File: config.mk
export PLATFORM = sky130hd
export DESIGN_NAME = ofmap_writeback
export DESIGN_NICKNAME = d
export VERILOG_FILES = /design/src/rtl/ofmap_writeback.sv
export SDC_FILE = /design/constraint.sdc
export NUM_CORES = 1
export LEC_CHECK = 0
export BUFFER_PORTS_ARGS = -buffer_cell sky130_fd_sc_hd__buf_4
export CORE_MARGIN = 2
export CORE_UTILIZATION = 64
export CTS_CLUSTER_DIAMETER = 200
export DETAILED_ROUTE_END_ITERATION = 8
export PLACE_DENSITY = 0.91
export SYNTH_ARGS = -nofsm -noshare
export SYNTH_HDL_FRONTEND = slang
export SYNTH_SLANG_ARGS = --single-unit
File: constraint.sdc
create_clock -name clk -period 10.1 [get_ports clk]
set_input_delay 0.505 -clock clk [delete_from_list [all_inputs] [get_ports clk]]
set_output_delay 0.505 -clock clk [all_outputs]
set_load 0.02 [all_outputs]
File: src/rtl/ofmap_writeback.sv
// Packs upstream ofmap results (int8 x4 or 32-bit pass-through) into a small FIFO
// and streams them to DRAM over a valid/ready write channel at incrementing byte addresses.
module ofmap_writeback #(
   parameter int DATA_SIZE  = 32,
   parameter int FIFO_DEPTH = 8,
   parameter int ADDR_W     = 16
) (
   input  logic                 clk,
   input  logic                 rst,
   input  logic                 start,
   input  logic [ADDR_W-1:0]    base_addr,
   input  logic                 wide,
   input  logic                 in_valid,
   input  logic [DATA_SIZE-1:0] in_data,
   input  logic                 in_done,
   output logic                 out_valid,
   input  logic                 out_ready,
   output logic [ADDR_W-1:0]    out_addr,
   output logic [DATA_SIZE-1:0] out_data,
   output logic [3:0]           out_strb,
   output logic                 busy,
   output logic                 finished,
   output logic                 overflow
);
   localparam int AW = $clog2(FIFO_DEPTH);
   localparam int CW = AW + 1;

   typedef enum logic [2:0] {IDLE, COLLECT, FLUSH, DRAIN, DONE} state_t;

   state_t               state;
   logic [DATA_SIZE-1:0] mem_data [FIFO_DEPTH];
   logic [3:0]           mem_strb [FIFO_DEPTH];
   logic [AW-1:0]        wr_ptr, rd_ptr;
   logic [CW-1:0]        count;
   logic [ADDR_W-1:0]    addr_reg;
   logic                 wide_reg;
   logic [23:0]          pack;      // bytes 0..2 of the word being assembled; unused bytes kept zero
   logic [1:0]           byte_cnt;

   logic                 push, pop, full, wr_en;
   logic [DATA_SIZE-1:0] push_data;
   logic [3:0]           push_strb;

   assign full      = (count == CW'(FIFO_DEPTH));
   assign out_valid = (count != '0);
   assign pop       = out_valid && out_ready;
   // A full FIFO still accepts a push when the head leaves in the same cycle
   assign wr_en     = push && (!full || pop);
   assign out_addr  = addr_reg;
   assign out_data  = out_valid ? mem_data[rd_ptr] : '0;
   assign out_strb  = out_valid ? mem_strb[rd_ptr] : 4'b0000;
   assign busy      = (state != IDLE);

   always_comb begin
      push      = 1'b0;
      push_data = '0;
      push_strb = 4'b0000;
      case (state)
         COLLECT: begin
            if (in_valid) begin
               if (wide_reg) begin
                  push      = 1'b1;
                  push_data = in_data;
                  push_strb = 4'b1111;
               end else if (byte_cnt == 2'd3) begin
                  push      = 1'b1;
                  push_data = DATA_SIZE'({in_data[7:0], pack});
                  push_strb = 4'b1111;
               end
            end
         end
         FLUSH: begin
            if (byte_cnt != 2'd0) begin
               push      = 1'b1;
               push_data = DATA_SIZE'({8'h00, pack});
               push_strb = (4'b0001 << byte_cnt) - 4'b0001;
            end
         end
         default: ;
      endcase
   end

   always_ff @(posedge clk) begin
      if (wr_en) begin
         mem_data[wr_ptr] <= push_data;
         mem_strb[wr_ptr] <= push_strb;
      end
   end

   always_ff @(posedge clk) begin
      if (rst) begin
         state    <= IDLE;
         wr_ptr   <= '0;
         rd_ptr   <= '0;
         count    <= '0;
         addr_reg <= '0;
         wide_reg <= 1'b0;
         pack     <= '0;
         byte_cnt <= 2'd0;
         overflow <= 1'b0;
         finished <= 1'b0;
      end else begin
         finished <= 1'b0;
         if (wr_en) wr_ptr <= wr_ptr + AW'(1);
         if (pop) begin
            rd_ptr   <= rd_ptr + AW'(1);
            addr_reg <= addr_reg + ADDR_W'(4);
         end
         case ({wr_en, pop})
            2'b10:   count <= count + CW'(1);
            2'b01:   count <= count - CW'(1);
            default: ;
         endcase
         if (push && !wr_en) overflow <= 1'b1;

         case (state)
            IDLE: begin
               if (start) begin
                  addr_reg <= base_addr;
                  wide_reg <= wide;
                  overflow <= 1'b0;
                  pack     <= '0;
                  byte_cnt <= 2'd0;
                  state    <= COLLECT;
               end
            end
            COLLECT: begin
               if (in_valid && !wide_reg) begin
                  if (byte_cnt == 2'd3) begin
                     pack     <= '0;
                     byte_cnt <= 2'd0;
                  end else begin
                     pack[{byte_cnt, 3'b000} +: 8] <= in_data[7:0];
                     byte_cnt <= byte_cnt + 2'd1;
                  end
               end
               if (in_done) state <= FLUSH;
            end
            FLUSH: begin
               if (in_valid) overflow <= 1'b1;
               pack     <= '0;
               byte_cnt <= 2'd0;
               state    <= DRAIN;
            end
            DRAIN: begin
               if (in_valid) overflow <= 1'b1;
               if (count == '0) begin
                  finished <= 1'b1;
                  state    <= DONE;
               end
            end
            DONE: begin
               if (in_valid) overflow <= 1'b1;
               state <= IDLE;
            end
            default: state <= IDLE;
         endcase
      end
   end
endmodule
==> results.md, run 1 <==
- PD cells: 212 nW/um2
- Commonest register cell after synthesis: edfxtp_1
- Yosys cell types: 56
- Commonest non-fill, non-tap cell in the layout: edfxtp_1
- MaxCap Viol Count: 0
- Clock Sink Count: 349
- Crit start category: register
- Clk slew on worst S/H paths: 60 ps
- GRT Util Overall: 29.1%
- Layout Nets: 1,003
- Yosys warns: 0
- Port bufs: 110
- Initial DRC Count: 998
- Die width: 152 um
- Post-synthesis sequential area ratio: 70.1%
- Psw: 0.000938 W
- Clock power share: 34.7%
- Post-synth top area share: 61.4%
- Synth Cell Area: 14,100 um2
- Number of routed nets with antenna violations: 0
- Dpl hpwl: 18,200 um
- Slew Limit Headroom: 28.4%
- Period utilization: 37.1%
- Maximum clock rate: 0.267 GHz
- Fill cell count: 1,179
- Total CTS buffers: 34
- Delay of the slowest critical-path stage: 840 ps
- Row cnt: 54
- Syn nets: 887
- Vias: 8,367
- # hold bufs at CTS: 0
- Pleak: 5.07 nW
- Syn Area/Cell: 17.1 um2
- Most frequent cells in the layout: edfxtp_1, buf_4, mux4_2
- Die ar.: 23,200 um2
- Placed Cells: 1,181
- Clock tree from TritonCTS: done
- Synth async-reset ratio: 0%
- Final Hold Vio Count: 0
- Cell Chain, Critical Path: inv_1, ha_1, nor4b_1, a21oi_1, clkinv_1, nand2_1, nor4_2, buf_4
- Wire length per cell: 26.8 um
- Max reg flops: 256
- Most flop-heavy register: mem_data
- Slew @ Worst Pin: 1070 ps
- Starting Density: 64.9%
- Crit path max fanout: 29
- Residual DRC count: 0
- RSZ-0062 raised after global routing: no
- Worst-skew pair later-pin latency: 520 ps
- # H-tree levels: 2
- Top flop regs: mem_data x256, mem_strb x32, pack x24
- Vias per cell: 6.74
- Placed cell area: 15,200 um2
- Post-synth EDFFs: 288
- Final setup TNS: 0 ps
- CP max-delay cell: nor4_2
- Final wirelength: 33,300 um
- Initial antenna violation count: 0
- Final Setup Violations: 0
- Share of cells above drive strength 1: 28.3%
- Cell area after layout: 16,300 um2
- Pins over their slew limit: 0
- Flops & latches, synth: 349
- Sequential group share of total power: 47.1%
- Root buf cell: clkbuf_16
- Cell taking the most area after synthesis: edfxtp_1
- Die height: 152 um
- Net Sw Frac: 27.2%
- Setup Crit Path Kind: register to register
- Synth top area cells: edfxtp_1, mux4_2, dfxtp_1, mux2i_1, a22o_1
- Critical Path RT: 10,250 ps
- Vias in the first global route: 8,714
- Placeable Area: 21,700 um2
- Worst path arrival time: 3890 ps
- IO Pins: 111
- Largest net degree at the start of global routing: 73
- VDD IR max: 0.169 mV
- Critical Path Sink Type: register
- Ant diodes: 0
- Syn-to-layout area delta: 15.6%
- Global-route wire length before repair: 51,000 um
- CTS Buffer Depth: 3
- Finished Layout Cells: 1,242
- Post-CTS setup repair buffer count: 0
- Skew final: 21.1 ps
- Routability cong.: 0.858
- Status: complete, no violations
- Syn Inst Count: 821
- Final min period: 3750 ps
- Comb power frac: 18.2%
- Post-CTS resize count: 0
- Grt total ovfl: 0
- Worst hold-check path type: input port to register
- DRT Pass-1 Iters: 5
- Pint: 0.00251 W
[cells by family (layout without fill, tap and decap cells)]
logic type      Yosys count  in the layout  share of synthesized area (%)
compound gates          106            106                           6.01
xor+xnor                 13             13                          0.809
fa+ha+maj                11             11                           1.03
buf+inv                  60            201                           1.73
flops                   349            349                           70.1
mux                     113            113                           14.5
simple gates            169            169                           5.86
[path summary, 6_finish.rpt]
path / slack, ps / cells past startpoint / to / startpoint
max: 6350 / 8 / mem_data[0][8] / byte_cnt[0]
min: 240 / 3 / wide_reg / wide
max reg2reg: 6350 / 8 / mem_data[0][8] / byte_cnt[0]
min reg2reg: 470 / 2 / register / rd_ptr[1]
[power by group through the flow]
stage	registers, W	logic (W)	clock network [W]
finish	0.00162	0.000627	0.00119
global route	0.00163	0.000672	0.00125
CTS	0.00162	0.000632	0.00120
detailed placement	0.00165	0.000624	0
global placement	0.00165	0.000610	0
floorplan	0.00163	0.000440	0
[per-layer routing]
layer | wire [um] | track usage (%) | part of all wire (%) | vias up
li1 | - | - | - | 3507
met1 | 12300 | 39.4 | 37 | 4169
met2 | 16300 | 46.4 | 49 | 586
met3 | 3600 | 6.57 | 11 | 105
met4 | 1140 | 12.3 | 3.4 | 0
met5 | 0 | 0 | 0 | -
[through the flow]
| stage | util, % | hold WS (ps) | setup slack [ps] | power [W] |
|---|---|---|---|---|
| detailed placement | 70.3 | 450 | 6530 | 0.00228 |
| finish | 75.0 | 244 | 6350 | 0.00344 |
| floorplan | - | 433 | 4660 | 0.00207 |
| global placement | 70.3 | 445 | 6760 | 0.00226 |
| global route | 75.0 | 243 | 6140 | 0.00355 |
| CTS | 75.0 | 224 | 6340 | 0.00346 |
[layout make-up]
type	instances	area, um2	share of cell area, %
clock buffer	43	905	5.56
clock inverter	18	126	0.776
multi-input combinational	412	4020	24.7
tap	280	350	2.15
inverter	14	52.6	0.323
timing repair buffer	126	946	5.81
sequential	349	9880	60.7
[critical path, delay by kind of cell, from the launching register on]
kind / cells / cell delay [ps]
AND/OR/NAND/NOR: 3 / 1450
buffers and inverters: 3 / 1000
flip-flops: 1 / 440
adder cells (fa/ha/maj): 1 / 270
AO/OA/AOI/OAI: 1 / 180
[synthesized netlist by cell type, types with 12 or more instances]
cell	instances
mux4_2	72
a21oi_1	16
a22o_1	32
dfxtp_1	61
nand2_1	36
edfxtp_1	288
o2bb2ai_1	16
buf_2	15
nor2_1	68
mux2i_1	38
inv_1	12
clkbuf_1	28
Note: power is estimated with default switching activity, not from simulation.
==> run 2: changes to the inputs <==
--- a/config.mk
+++ b/config.mk
@@ -7,10 +7,10 @@
 export LEC_CHECK = 0
 export BUFFER_PORTS_ARGS = -buffer_cell sky130_fd_sc_hd__buf_4
 export CORE_MARGIN = 2
-export CORE_UTILIZATION = 64
+export CORE_UTILIZATION = 54
 export CTS_CLUSTER_DIAMETER = 200
 export DETAILED_ROUTE_END_ITERATION = 8
-export PLACE_DENSITY = 0.91
+export PLACE_DENSITY = 0.83
 export SYNTH_ARGS = -nofsm -noshare
 export SYNTH_HDL_FRONTEND = slang
 export SYNTH_SLANG_ARGS = --single-unit
==> constraint.sdc (replaced) <==
create_clock -name clk -period 3.2 [get_ports clk]
set_input_delay 0.16 -clock clk [delete_from_list [all_inputs] [get_ports clk]]
set_output_delay 0.16 -clock clk [all_outputs]
set_load 0.02 [all_outputs]
==> results.md, run 2 (synthesis results as in run 1) <==
- Initial DRC Count: 852
- Ant diodes: 0
- Slew @ Worst Pin: 1000 ps
- Total CTS buffers: 35
- Vias in the first global route: 8,356
- Placeable Area: 25,800 um2
- Hold Path Origin: rst
- Skew final: 22.2 ps
- Critical Path RT: 3370 ps
- Wire length per cell: 23.8 um
- Syn-to-layout area delta: 20.0%
- Cell Chain, Critical Path: inv_1, ha_1, nor4b_1, a21oi_1, clkinv_1, nand2_1, nor3_4, buf_4
- Die width: 165 um
- Top flop regs: mem_data x256, mem_strb x32, pack x24
- Critical Path Sink Type: register
- Clock tree from TritonCTS: done
- Largest net degree at the start of global routing: 73
- FF-to-FF Start: byte_cnt[0]
- CP max-delay cell: dfxtp_1
- WL met1: 11,900 um
- Layout Nets: 1,039
- Maximum clock rate: 0.352 GHz
- Final Hold Vio Count: 0
- Final wirelength: 31,800 um
- Die height: 165 um
- VDD IR max: 0.386 mV
- Pint: 0.00815 W
- CTS Buffer Depth: 3
- R2r endpoint: mem_strb[3][1]
- Commonest non-fill, non-tap cell in the layout: edfxtp_1
- Port bufs: 110
- Sequential group share of total power: 45.7%
- Placed Cells: 1,244
- Period utilization: 88.7%
- Pleak: 5.27 nW
- Final min period: 2840 ps
- Final Setup Violations: 0
- Worst path arrival time: 3010 ps
- Grt total ovfl: 0
- Net Sw Frac: 26.5%
- R2R depth: 8
- Vias: 8,226
- Fill cell count: 1,684
- Max reg flops: 256
- Row cnt: 59
- Delay of the slowest critical-path stage: 440 ps
- DRT Pass-1 Iters: 5
- Placed cell area: 15,500 um2
- Slew Limit Headroom: 33.0%
- Worst-skew pair later-pin latency: 530 ps
- PD cells: 656 nW/um2
- DR WL met3: 2760 um
- Residual DRC count: 0
- Pins over their slew limit: 0
- # H-tree levels: 2
- Crit start category: register
- Cell area after layout: 16,900 um2
- Total power: 0.0111 W
- Global-route wire length before repair: 48,400 um
- IO Pins: 111
- Clk slew on worst S/H paths: 60 ps
- Share of cells above drive strength 1: 28.5%
- Die ar.: 27,400 um2
- Top Metal Used: met4
- Worst hold-check path type: input port to register
- Flop2flop setup slack: 360 ps
- Root buf cell: clkbuf_16
- Dpl hpwl: 18,800 um
- Most frequent cells in the layout: edfxtp_1, buf_4, mux4_2
- Setup Crit Path Kind: register to register
- Comb power frac: 19.0%
- RSZ-0062 raised after global routing: no
- GRT Util Overall: 23.8%
- Number of routed nets with antenna violations: 0
- Starting Density: 54.5%
- Status: complete, no violations
- Crit path max fanout: 22
- MaxCap Viol Count: 0
- Hold Path Depth: 2
- Routability cong.: 0.780
- Clock power share: 35.4%
- Clock Sink Count: 349
- Post-layout util: 65.4%
- Most flop-heavy register: mem_data
- Vias per cell: 6.16
- Finished Layout Cells: 1,335
- Minimum hold slack: 72.7 ps
- Met2 wire len: 16,200 um
- Initial antenna violation count: 0
- Psw: 0.00294 W
run 2: cell count changes in the layout (fill, tap and decap cells not counted), moves of 2 or more:
| cell | previous run | this run |
|---|---|---|
| buf_12 | 0 | 8 |
| clkbuf_1 | 7 | 10 |
| clkbuf_16 | 34 | 36 |
| clkinv_1 | 10 | 6 |
| clkinvlp_4 | 1 | 3 |
| dlygate4sd3_1 | 0 | 27 |
| nor3_2 | 4 | 0 |
| nor3_4 | 0 | 4 |
run 2: worst max path at each step:
stage	startpoint	end	slack [ps]
2_1_floorplan	byte_cnt[0]	mem_data[7][0]	-320
3_3_place_gp	byte_cnt[0]	mem_data[2][31]	440
3_5_place_dp	state[0]	mem_data[2][28]	290
4_1_cts	byte_cnt[0]	mem_strb[2][1]	270
5_1_grt	byte_cnt[0]	mem_strb[3][1]	50
6_report	byte_cnt[0]	mem_strb[3][1]	360
run 2: area by class of cell:
| class | instances | area, um2 | area share (%) |
|---|---|---|---|
| repair buffers | 161 | 1380 | 8.17 |
| clock inverters | 17 | 156 | 0.926 |
| well taps | 335 | 419 | 2.48 |
| flip-flops and latches | 349 | 9880 | 58.4 |
| inverters | 14 | 52.6 | 0.311 |
| multi-input cells | 412 | 4060 | 24.0 |
| clock buffers | 47 | 952 | 5.64 |
run 2: routing by layer:
layer  track usage (%)  vias up
li1                  -     3596
met1              31.6     4106
met2              40.3      454
met3              4.32       70
met4              7.64        0
met5                 0        -
run 2: per-stage QoR:
step | worst slack (ps) | setup TNS [ps]
floorplan | -316 | -66170
global placement | 445 | 0
detailed placement | 286 | 0
CTS | 268 | 0
global route | 52.8 | 0
finish | 362 | 0
run 2: worst max-delay path: cells and delay by family (launching register included):
| kind | cells | cell delay (ps) |
|---|---|---|
| AND/OR/NAND/NOR | 3 | 870 |
| buffers and inverters | 3 | 730 |
| adder cells (fa/ha/maj) | 1 | 260 |
| AO/OA/AOI/OAI | 1 | 170 |
| flip-flops | 1 | 440 |
run 2: repair_timing:
action,4_1_cts,5_1_grt
hold buffers,27,0
hold endpoints to repair,43,0
gates resized for setup,0,2
endpoints found under the setup margin,0,25
buffers inserted,0,0
run 2: power by group through the flow:
stage / clock [W] / combinational, W / sequential [W]
after global routing: 0.00413 / 0.00227 / 0.00507
after floorplan: 0 / 0.00139 / 0.00513
after global placement: 0 / 0.00205 / 0.00515
after detailed placement: 0 / 0.00208 / 0.00515
after CTS: 0.00397 / 0.00212 / 0.00506
final: 0.00392 / 0.00210 / 0.00506
